## src/rtl/alu_share_arbiter.sv

```systemverilog
// Round-robin arbiter sharing one combinational Alu between two requesters, one op in flight.
// Optional ALU_ARB_STATS_EN adds saturating grant and contention counters.
module alu_share_arbiter #(
  parameter int unsigned WIDTH   = 32,
  parameter bit          RR_INIT = 1'b1
) (
  input  logic             clock,
  input  logic             reset,
  input  logic [1:0]       req_valid,
  output logic [1:0]       req_ready,
  input  logic [WIDTH-1:0] req_a0,
  input  logic [WIDTH-1:0] req_a1,
  input  logic [WIDTH-1:0] req_b0,
  input  logic [WIDTH-1:0] req_b1,
  input  logic [2:0]       req_ctl0,
  input  logic [2:0]       req_ctl1,
  output logic [1:0]       rsp_valid,
  input  logic [1:0]       rsp_ready,
  output logic [WIDTH-1:0] rsp_data0,
  output logic [WIDTH-1:0] rsp_data1,
  output logic [WIDTH-1:0] alu_a,
  output logic [WIDTH-1:0] alu_b,
  output logic [2:0]       alu_ctl,
  input  logic [WIDTH-1:0] alu_out,
  output logic             busy
`ifdef ALU_ARB_STATS_EN
  ,
  output logic [15:0]      grant_cnt0,
  output logic [15:0]      grant_cnt1,
  output logic [15:0]      contention_cnt
`endif
);

  typedef enum logic [1:0] {
    IDLE = 2'd0,
    EXEC = 2'd1,
    RESP = 2'd2
  } state_t;

  state_t           r_state;
  logic             r_last_grant;
  logic             r_owner;
  logic [1:0]       r_rsp_valid;
  logic [WIDTH-1:0] r_rsp_data0;
  logic [WIDTH-1:0] r_rsp_data1;
  logic [WIDTH-1:0] r_op_a;
  logic [WIDTH-1:0] r_op_b;
  logic [2:0]       r_op_ctl;

  logic             w_idle;
  logic             w_grant;
  logic             w_any;
  logic             w_accept;

  // Single requester wins outright; on contention the port that did not win last time goes
  always_comb begin
    w_grant = 1'b0;
    w_any   = 1'b0;
    unique case (req_valid)
      2'b01:   begin w_grant = 1'b0;          w_any = 1'b1; end
      2'b10:   begin w_grant = 1'b1;          w_any = 1'b1; end
      2'b11:   begin w_grant = ~r_last_grant; w_any = 1'b1; end
      default: begin w_grant = 1'b0;          w_any = 1'b0; end
    endcase
  end

  assign w_idle    = (r_state == IDLE);
  assign req_ready = (w_idle && w_any) ? (w_grant ? 2'b10 : 2'b01) : 2'b00;
  assign w_accept  = |(req_valid & req_ready);

  always_ff @(posedge clock) begin
    if (reset) begin
      r_state      <= IDLE;
      r_last_grant <= RR_INIT;
      r_owner      <= 1'b0;
      r_rsp_valid  <= 2'b00;
      r_rsp_data0  <= '0;
      r_rsp_data1  <= '0;
      r_op_a       <= '0;
      r_op_b       <= '0;
      r_op_ctl     <= 3'b000;
    end else begin
      unique case (r_state)
        IDLE: begin
          if (w_accept) begin
            r_op_a       <= w_grant ? req_a1 : req_a0;
            r_op_b       <= w_grant ? req_b1 : req_b0;
            r_op_ctl     <= w_grant ? req_ctl1 : req_ctl0;
            r_owner      <= w_grant;
            r_last_grant <= w_grant;
            r_state      <= EXEC;
          end
        end
        EXEC: begin
          if (r_owner) r_rsp_data1 <= alu_out;
          else         r_rsp_data0 <= alu_out;
          r_rsp_valid[r_owner] <= 1'b1;
          r_state              <= RESP;
        end
        RESP: begin
          if (rsp_ready[r_owner]) begin
            r_rsp_valid <= 2'b00;
            r_state     <= IDLE;
          end
        end
        default: r_state <= IDLE;
      endcase
    end
  end

  assign rsp_valid = r_rsp_valid;
  assign rsp_data0 = r_rsp_data0;
  assign rsp_data1 = r_rsp_data1;
  assign alu_a     = r_op_a;
  assign alu_b     = r_op_b;
  assign alu_ctl   = r_op_ctl;
  assign busy      = ~w_idle;

`ifdef ALU_ARB_STATS_EN
  logic [15:0] r_grant_cnt0;
  logic [15:0] r_grant_cnt1;
  logic [15:0] r_contention_cnt;

  // Saturating usage counters
  always_ff @(posedge clock) begin
    if (reset) begin
      r_grant_cnt0     <= 16'd0;
      r_grant_cnt1     <= 16'd0;
      r_contention_cnt <= 16'd0;
    end else begin
      if (w_accept && !w_grant && r_grant_cnt0 != 16'hFFFF)
        r_grant_cnt0 <= r_grant_cnt0 + 16'd1;
      if (w_accept && w_grant && r_grant_cnt1 != 16'hFFFF)
        r_grant_cnt1 <= r_grant_cnt1 + 16'd1;
      if (w_idle && req_valid == 2'b11 && r_contention_cnt != 16'hFFFF)
        r_contention_cnt <= r_contention_cnt + 16'd1;
    end
  end

  assign grant_cnt0     = r_grant_cnt0;
  assign grant_cnt1     = r_grant_cnt1;
  assign contention_cnt = r_contention_cnt;
`endif

endmodule

```

## config.mk

```make
export PLATFORM = sky130hd
export DESIGN_NAME = alu_share_arbiter
export DESIGN_NICKNAME = d
export VERILOG_FILES = /design/src/rtl/alu_share_arbiter.sv
export SDC_FILE = /design/constraint.sdc
export NUM_CORES = 1
export LEC_CHECK = 0
export BUFFER_PORTS_ARGS = -buffer_cell sky130_fd_sc_hd__buf_2
export CAP_MARGIN = 20
export CORE_AREA = 2 2 120 122
export CTS_CLUSTER_DIAMETER = 150
export CTS_CLUSTER_SIZE = 25
export DETAILED_ROUTE_END_ITERATION = 16
export DIE_AREA = 0 0 122 124
export PLACE_DENSITY_LB_ADDON = 0.25
export REMOVE_ABC_BUFFERS = 1
export SYNTH_ARGS = -nofsm -noshare
export SYNTH_HDL_FRONTEND = slang
export SYNTH_SLANG_ARGS = --single-unit
```

## constraint.sdc

```tcl
create_clock -name clock -period 2.4 [get_ports clock]
set_input_delay 0.36 -clock clock [delete_from_list [all_inputs] [get_ports clock]]
set_output_delay 0.36 -clock clock [all_outputs]
set_load 0.05 [all_outputs]
```

---- Word-level counts from Yosys, hierarchy flattened ----
Index checks and enable logic that the tools add are counted.
operators by class
  $lt $le $gt $ge ......................... 2
  equal/unequal tests ..................... 7
  multiplexer cells ....................... 15
  bitwise gates (word level) .............. 5
  reduce and logical (&&, ||, !) cells .... 11
operator list
  kind                                                        count
  two-way mux 32 bit                                          2
  AND reduction 2 bit                                         5
  two-way mux 2 bit                                           4
  == test 2 bit, second input constant                        3
  one-hot mux 2 bit (3 select lines)                          1
  == test 2 x 1 -> 1 bit, second input constant               2
  two-way mux 1 bit                                           4
  one-hot mux 2 bit (2 select lines)                          1
  two-way mux 3 bit                                           1
  inverter 1 bit                                              3
  OR reduction 3 bit                                          1
  AND 2 bit                                                   1
  logical AND 1 bit                                           2
  zero test 2 bit                                             1
  less-than comparator 1 x 2 -> 1 bit, second input constant  1
  != test 2 x 1 -> 1 bit, second input constant               1
  != test 2 bit, second input constant                        1
  OR 2 bit                                                    1
  one-hot mux 1 bit (2 select lines)                          1
  nonzero test 2 bit                                          1
  OR reduction 2 bit                                          1
  demux 1 bit (select 1 bit)                                  1
  >= comparator 1 bit, second input constant                  1
word-level totals
  flip-flop bits (word level) ............. 137
  logic and storage cells ................. 49

---- Longest topological paths before layout ----
Gate-level depths: netlist of the first run.
  depth in word-level cells ............... 9
  gate-level depth with buffers ........... 6

---- Worst setup path after synthesis of the first run ----
No wires, ideal clock.
  path type ............................... register -> output
  start point ............................. register r_state[1]
  end point ............................... output req_ready[0]
  data arrival time ....................... 1421 ps
  slack ................................... 619 ps
  stages on the path, launching flop included .. 6
  path buffers ............................ 3
  cell sequence ........................... dfxtp_1 buf_2 nor2_2 buf_4 buf_4 and3_1
on the way
  word-level cells in the longest chain between the ends .. 3
ends and longest elaborated chain
  element                   line  source
  start: declaration        40    state_t r_state;
  start signal: assignment  73    r_state <= IDLE;
  start signal: assignment  91    r_state <= EXEC;
  start signal: assignment  98    r_state <= RESP;
  zero test 2 bit           67    assign w_idle = (r_state == IDLE);
  logical AND 1 bit         68    assign req_ready = (w_idle && w_any) ? (w_grant ? 2'b10 : 2'b01) : 2'b00;
  two-way mux 2 bit         68
  end: declaration          10    output logic [1:0] req_ready,
No other way between the ends.

---- Worst setup path after layout of the first run ----
  start point ............................. register r_state[1]
  end point ............................... output busy
on the way
  word-level cells in the longest chain between the ends .. 2
ends and longest elaborated chain
  element           line  source
  zero test 2 bit   67
  inverter 1 bit    117   assign busy = ~w_idle;
  end: declaration  25    output logic busy
No other way between the ends.

==> results.toml, run 1 <==
[outcome]
outcome = "complete, no violations"

[hold_path]
whs_path_depth = 3
min_path_type = "primary input to flip-flop"
hold_path.startpoint = "alu_out[16]"
hold_end = "rsp_data1[16]$_SDFFE_PP0P_"

[finish]
final_nets = 1137
multi_input_area_um2 = 2430
fin_cells = 1158
seqCellArea_um2 = 2740
drive_gt1_share_pct = 37.0
fin_util_pct = 56.9
area_delta_synth_final_pct = 42.5
nFillCells = 1323
num_antenna_cells = 0

[timing]
rsz0062_at_grt = "no"
min_period_over_period_pct = 88.6
fin_skew_ns = 0.00808
fmax_mhz = 470
setup_tns_ns = 0
tightestPinTransition_ns = 0.554
slew_headroom_pct = 63.0
setup_viol = 0
drv_slew = 0
whs_ns = 0.190
finalHoldViolCount = 0
period_needed_ns = 2.13

[detailed_routing]
drt-total-wl_mm = 18.6
wl_per_cell_um = 16.1
vias = 6165
firstDrtPassIters = 5
ant_nets = 0
drtIter0Drc = 526
drc_errors = 0
avgViaCountPerCell = 5.32

[die]
die_y_um = 124
dieArea_um2 = 15100
ios = 308
fp-row-count = 43
coreArea_um2 = 13700
die_x_um = 122
start_util_pct = 39.9

[clocking]
clock_path_buffers = 2
cts_hold_buf = 0
clk_pin_slew_ns = 0.06
cts_resized = 0
cts-root-buf = "clkbuf_16"
htreeDepth = 4
numCtsBuffers = 17
clock_latency_ns = 0.42
cts_sinks = 137
cts_tree = "built"
cts_setup_buffers = 0

[logic_synthesis]
ys_seq_elements = 137
yosys_warnings = 0
synth.distinct_cells = 24
postSynthCellCount = 698
synth_top_area_share_pct = 50.1
synth.largest_area_cell = "dfxtp_1"
syn_avg_cell_area_um2 = 7.85
netlist_area_um2 = 5480
seq_area_frac_synth_pct = 50.1
ys_top_cells_by_area = "dfxtp_1 50%, nand3_1 12%, nand2_1 8.8%"

[global_route]
grt_usage_pct = 23.5
grt_start_max_net_pins = 68
grt_antenna_before_repair = 0
grt_pass1_wl_mm = 28.1
grt-ovfl-total = 0
grt_pass1_vias = 5470

[worst_setup_path]
r2r_end = "alu_b[8]$_SDFFE_PP0P_"
r2r_cells = 5
worstPathRequired_ns = 2.04
crit_arrival_ns = 1.77
rrSetupSlack_ns = 0.74
path_max_fanout = 26
start_kind = "flip-flop"
path_class = "flip-flop to primary output"
end_kind = "primary output"
r2r-start = "r_state[1]$_SDFFE_PP0P_"

[pwr]
power.total_uw = 7060
peakVddDrop_mv = 0.495
p_per_area_nw_per_um2 = 904
p_leak_uw = 0.00344

[place]
placedCellCount = 1126
hpwl_mm = 12.3
place_congestion = 0.781
io_buffers = 307

[flow_run]
maxCapViolCount = 0
-- logic make-up after synthesis --
group	count (synthesis)	share of synthesized area (%)
AO/OA/AOI/OAI	206	20.6
buffers and inverters	77	6.17
flip-flops	137	50.1
multiplexers	1	0.206
AND/OR/NAND/NOR	277	23.0
-- final cells by class --
| cell class | count | share of cell area [%] |
|---|---|---|
| flip-flops and latches | 137 | 35.1 |
| multi-input cells | 484 | 31.2 |
| repair buffers | 322 | 22.0 |
| clock buffers | 18 | 5.63 |
| clock inverters | 14 | 3.09 |
| well taps | 180 | 2.89 |
| inverters | 3 | 0.144 |
-- critical path, stage by stage, from the launching register on --
cell	delay, ns
dfxtp_1	0.57
nor2_4	0.10
inv_2	0.33
buf_2	0.34
-- worst max-delay path by stage --
stage                                  from               endpoint  slack, ns  depth (start not counted)
CTS                 r_state[1]$_SDFFE_PP0P_                   busy       0.25                          3
finish              r_state[1]$_SDFFE_PP0P_                   busy       0.27                          3
detailed placement             req_valid[1]           req_ready[1]       0.68                          5
global placement               req_valid[1]           req_ready[1]       0.70                          5
global route        r_state[1]$_SDFFE_PP0P_                   busy       0.15                          3
floorplan           r_state[1]$_SDFFE_PP0P_  alu_a[0]$_SDFFE_PP0P_      -1.19                          4
-- stage by stage --
step,setup WS [ns],area [um2]
final,0.273,7810
after global routing,0.145,7810
after CTS,0.247,7810
after detailed placement,0.683,7130
after global placement,0.698,7130
after floorplan,-1.19,5150
-- state kept, by name, summed over array words and instances (netlist names) --
signal	count
rsp_data1	32
rsp_valid	2
rsp_data0	32
r_last_grant	1
r_state	2
r_owner	1
alu_ctl	3
alu_a	32
alu_b	32
-- synthesized netlist by cell type (all sizes together) --
library cell  number
o21a               2
nand3            134
nand3b             2
nor2b              1
nand2b             3
and3b              1
a21boi             1
or3b               1
a21oi             65
and3               1
nor3b              2
clkbuf            46
dfxtp            137
inv                3
buf               28
o21ai             70
a31oi             68
nand2            129
mux2               1
nor2               2
nor3               1
-- layer usage --
layer  global-route usage (%)  part of all wire [%]
met3                     6.78                   8.3
met5                        0                     0
met4                     8.41                   1.5
met1                     30.4                    41
met2                     37.5                    49
-- cells in the final DEF, fill, tap and decap left out, types with 6 or more instances in the layout --
| cell type | instances |
|---|---|
| buf_2 | 306 |
| dfxtp_1 | 137 |
| nand3_1 | 134 |
| nand2_1 | 129 |
| o21ai_0 | 70 |
| a31oi_1 | 68 |
| a21oi_1 | 65 |
| clkbuf_16 | 17 |
| buf_4 | 11 |
| bufinv_16 | 6 |
-- report_power, final --
part / switching, uW / internal [uW] / leakage (uW)
logic: 1110 / 411 / 0.00200
clock network: 1030 / 1980 / 0.000320
registers: 88.8 / 2440 / 0.00112
Power figures use the tool's default switching activity.
==> inputs of run 2 (changes only) <==
ABC_AREA = 1   (was not set)
PLACE_DENSITY = 0.84   (was not set)
PLACE_DENSITY_LB_ADDON = not set   (was 0.25)
==> results.toml, run 2 <==
[outcome]
outcome = "complete, no violations"

[logic_synthesis]
synth-async-reset-ratio_pct = 0
synth.largest_area_cell = "dfxtp_1"
seq_area_frac_synth_pct = 47.7
ys_seq_elements = 137
yosys_warnings = 0
ys_top_cells_by_area = "dfxtp_1 48%, nand2_1 18%, a21oi_1 12%"
netlist_area_um2 = 5750
synth_top_area_share_pct = 47.7
synth_ff_type = "dfxtp_1"
postSynthCellCount = 828
synth_common_cells = "277 x nand2_1, 137 x dfxtp_1, 135 x a21oi_1"
yosysMostFrequentCell = "nand2_1"
synth-edff-count = 0
syn_avg_cell_area_um2 = 6.94
synth.distinct_cells = 17

[finish]
area_delta_synth_final_pct = 38.2
fin_util_pct = 57.9
layout_commonest_cell = "buf_2"
final_nets = 1271
layout_common_cells = "307 x buf_2, 275 x nand2_1, 137 x dfxtp_1"
fin_cells = 1292
drive_gt1_share_pct = 32.0
stdcell_area_um2 = 7940
multi_input_area_um2 = 2440
seqCellArea_um2 = 2740
nFillCells = 1307

[global_route]
grt_usage_pct = 22.4
grt_pass1_vias = 5759
grt_start_max_net_pins = 71
grt-ovfl-total = 0
grt_pass1_wl_mm = 26.8
grt_antenna_before_repair = 1

[pwr]
p_per_area_nw_per_um2 = 886
p_leak_uw = 0.00404
peakVddDrop_mv = 0.462

[worst_setup_path]
start_kind = "flip-flop"
path_max_fanout = 7
rrSetupSlack_ns = 0.77
crit_family = "flip-flops"
path_cells = "nor2_2 > o21ai_4 > nor2_1 > buf_2"
timing.critical_path.buf_inv = 1
end_kind = "primary output"
max_stage_delay_ns = 0.36
crit_arrival_ns = 1.49
worstPathRequired_ns = 2.04
cp_slowest_cell = "dfxtp_1"
path_class = "flip-flop to primary output"

[detailed_routing]
drt-total-wl_mm = 17.2
avgViaCountPerCell = 4.85
ant_nets = 0
drc_errors = 0
vias = 6271
wl_per_cell_um = 13.3
firstDrtPassIters = 5
drtIter0Drc = 423

[place]
place_congestion = 0.869
dpl_cell_area_um2 = 7290
hpwl_mm = 12.2
placedCellCount = 1259
io_buffers = 307

[flow_run]
maxCapViolCount = 0

[clocking]
clock_path_buffers = 2
cts_setup_buffers = 0
cts_tree = "built"
htreeDepth = 4
cts_resized = 0
numCtsBuffers = 17
cts-root-buf = "clkbuf_16"
cts_hold_buf = 0
clk_pin_slew_ns = 0.06
cts_sinks = 137
clock_latency_ns = 0.41

[timing]
fmax_mhz = 541
min_period_over_period_pct = 77.0
rsz0062_at_grt = "no"
setup_viol = 0
finalHoldViolCount = 0
period_needed_ns = 1.85
slew_headroom_pct = 51.5
tightestPinTransition_ns = 0.727
setup_tns_ns = 0
drv_slew = 0
fin_skew_ns = 0.00617
whs_ns = 0.241

[die]
die_x_um = 122
start_util_pct = 41.9
die_y_um = 124
fp-row-count = 43
coreArea_um2 = 13700
ios = 308
dieArea_um2 = 15100

[hold_path]
min_path_type = "primary input to flip-flop"
-- run 2: cell types whose count changed after synthesis, sizes merged, moves of 2 or more --
cell | previous run | this run
o21a | 2 | 0
inv | 3 | 73
nor3b | 2 | 0
buf | 28 | 37
nand2b | 3 | 0
clkbuf | 46 | 28
o21ai | 70 | 66
a31oi | 68 | 0
nor2 | 2 | 4
nand3 | 134 | 69
a21oi | 65 | 135
nand2 | 129 | 277
-- run 2: logic make-up after synthesis --
group	count (synthesis)	synth area share [%]
flip-flops	137	47.7
buffers and inverters	138	10.1
AND/OR/NAND/NOR	351	24.5
AO/OA/AOI/OAI	202	17.7
-- run 2: layout make-up --
type / count / share of cell area, %
Multi-Input combinational cell: 553 / 30.8
Antenna cell: 1 / 0.0315
Tap cell: 180 / 2.84
Inverter: 73 / 3.45
Clock inverter: 13 / 2.41
Clock buffer: 18 / 5.53
Sequential cell: 137 / 34.5
Timing Repair Buffer: 317 / 20.4
-- run 2: tightest hold or removal path: cells and delay by family --
family | cells | cell delay (ns)
compound gates | 2 | 0.17
buf+inv | 1 | 0.08
-- run 2: path summary, 6_finish.rpt --
kind / to / depth (start not counted) / from
setup / recovery: req_ready[0] / 4 / r_state[0]$_SDFFE_PP0P_
hold / removal: rsp_data0[3]$_SDFFE_PP0P_ / 3 / alu_out[3]
setup reg to reg: alu_b[30]$_SDFFE_PP0P_ / 7 / r_last_grant$_SDFFE_PP1P_
hold reg to reg: rsp_data0[19]$_SDFFE_PP0P_ / 2 / rsp_data0[19]$_SDFFE_PP0P_
-- run 2: layer usage --
metal | global-route usage (%) | up-vias | part of all wire, % | wire length, um
met5 | 0 | - | 0 | 0
met4 | 12.1 | 0 | 3.7 | 645
met3 | 5.72 | 54 | 6.0 | 1020
met2 | 38.8 | 235 | 50 | 8670
met1 | 25.3 | 2798 | 40 | 6870
li1 | - | 3184 | - | -
-- run 2: power by group --
part / leakage (uW) / switching (uW) / total [uW] / internal [uW]
clock: 0.000312 / 995 / 2770 / 1770
sequential: 0.00112 / 97.3 / 2570 / 2470
combinational: 0.00261 / 1260 / 1700 / 437
total: 0.00404 / 2360 / 7040 / 4680
-- run 2: metrics by stage --
| stage | total power, uW | setup WS, ns |
|---|---|---|
| 2_1_floorplan | 3760 | -1.45 |
| 3_3_place_gp | 4280 | 0.394 |
| 3_5_place_dp | 4300 | 0.383 |
| 4_1_cts | 7080 | 0.481 |
| 5_1_grt | 7350 | 0.405 |
| 6_report | 7040 | 0.552 |
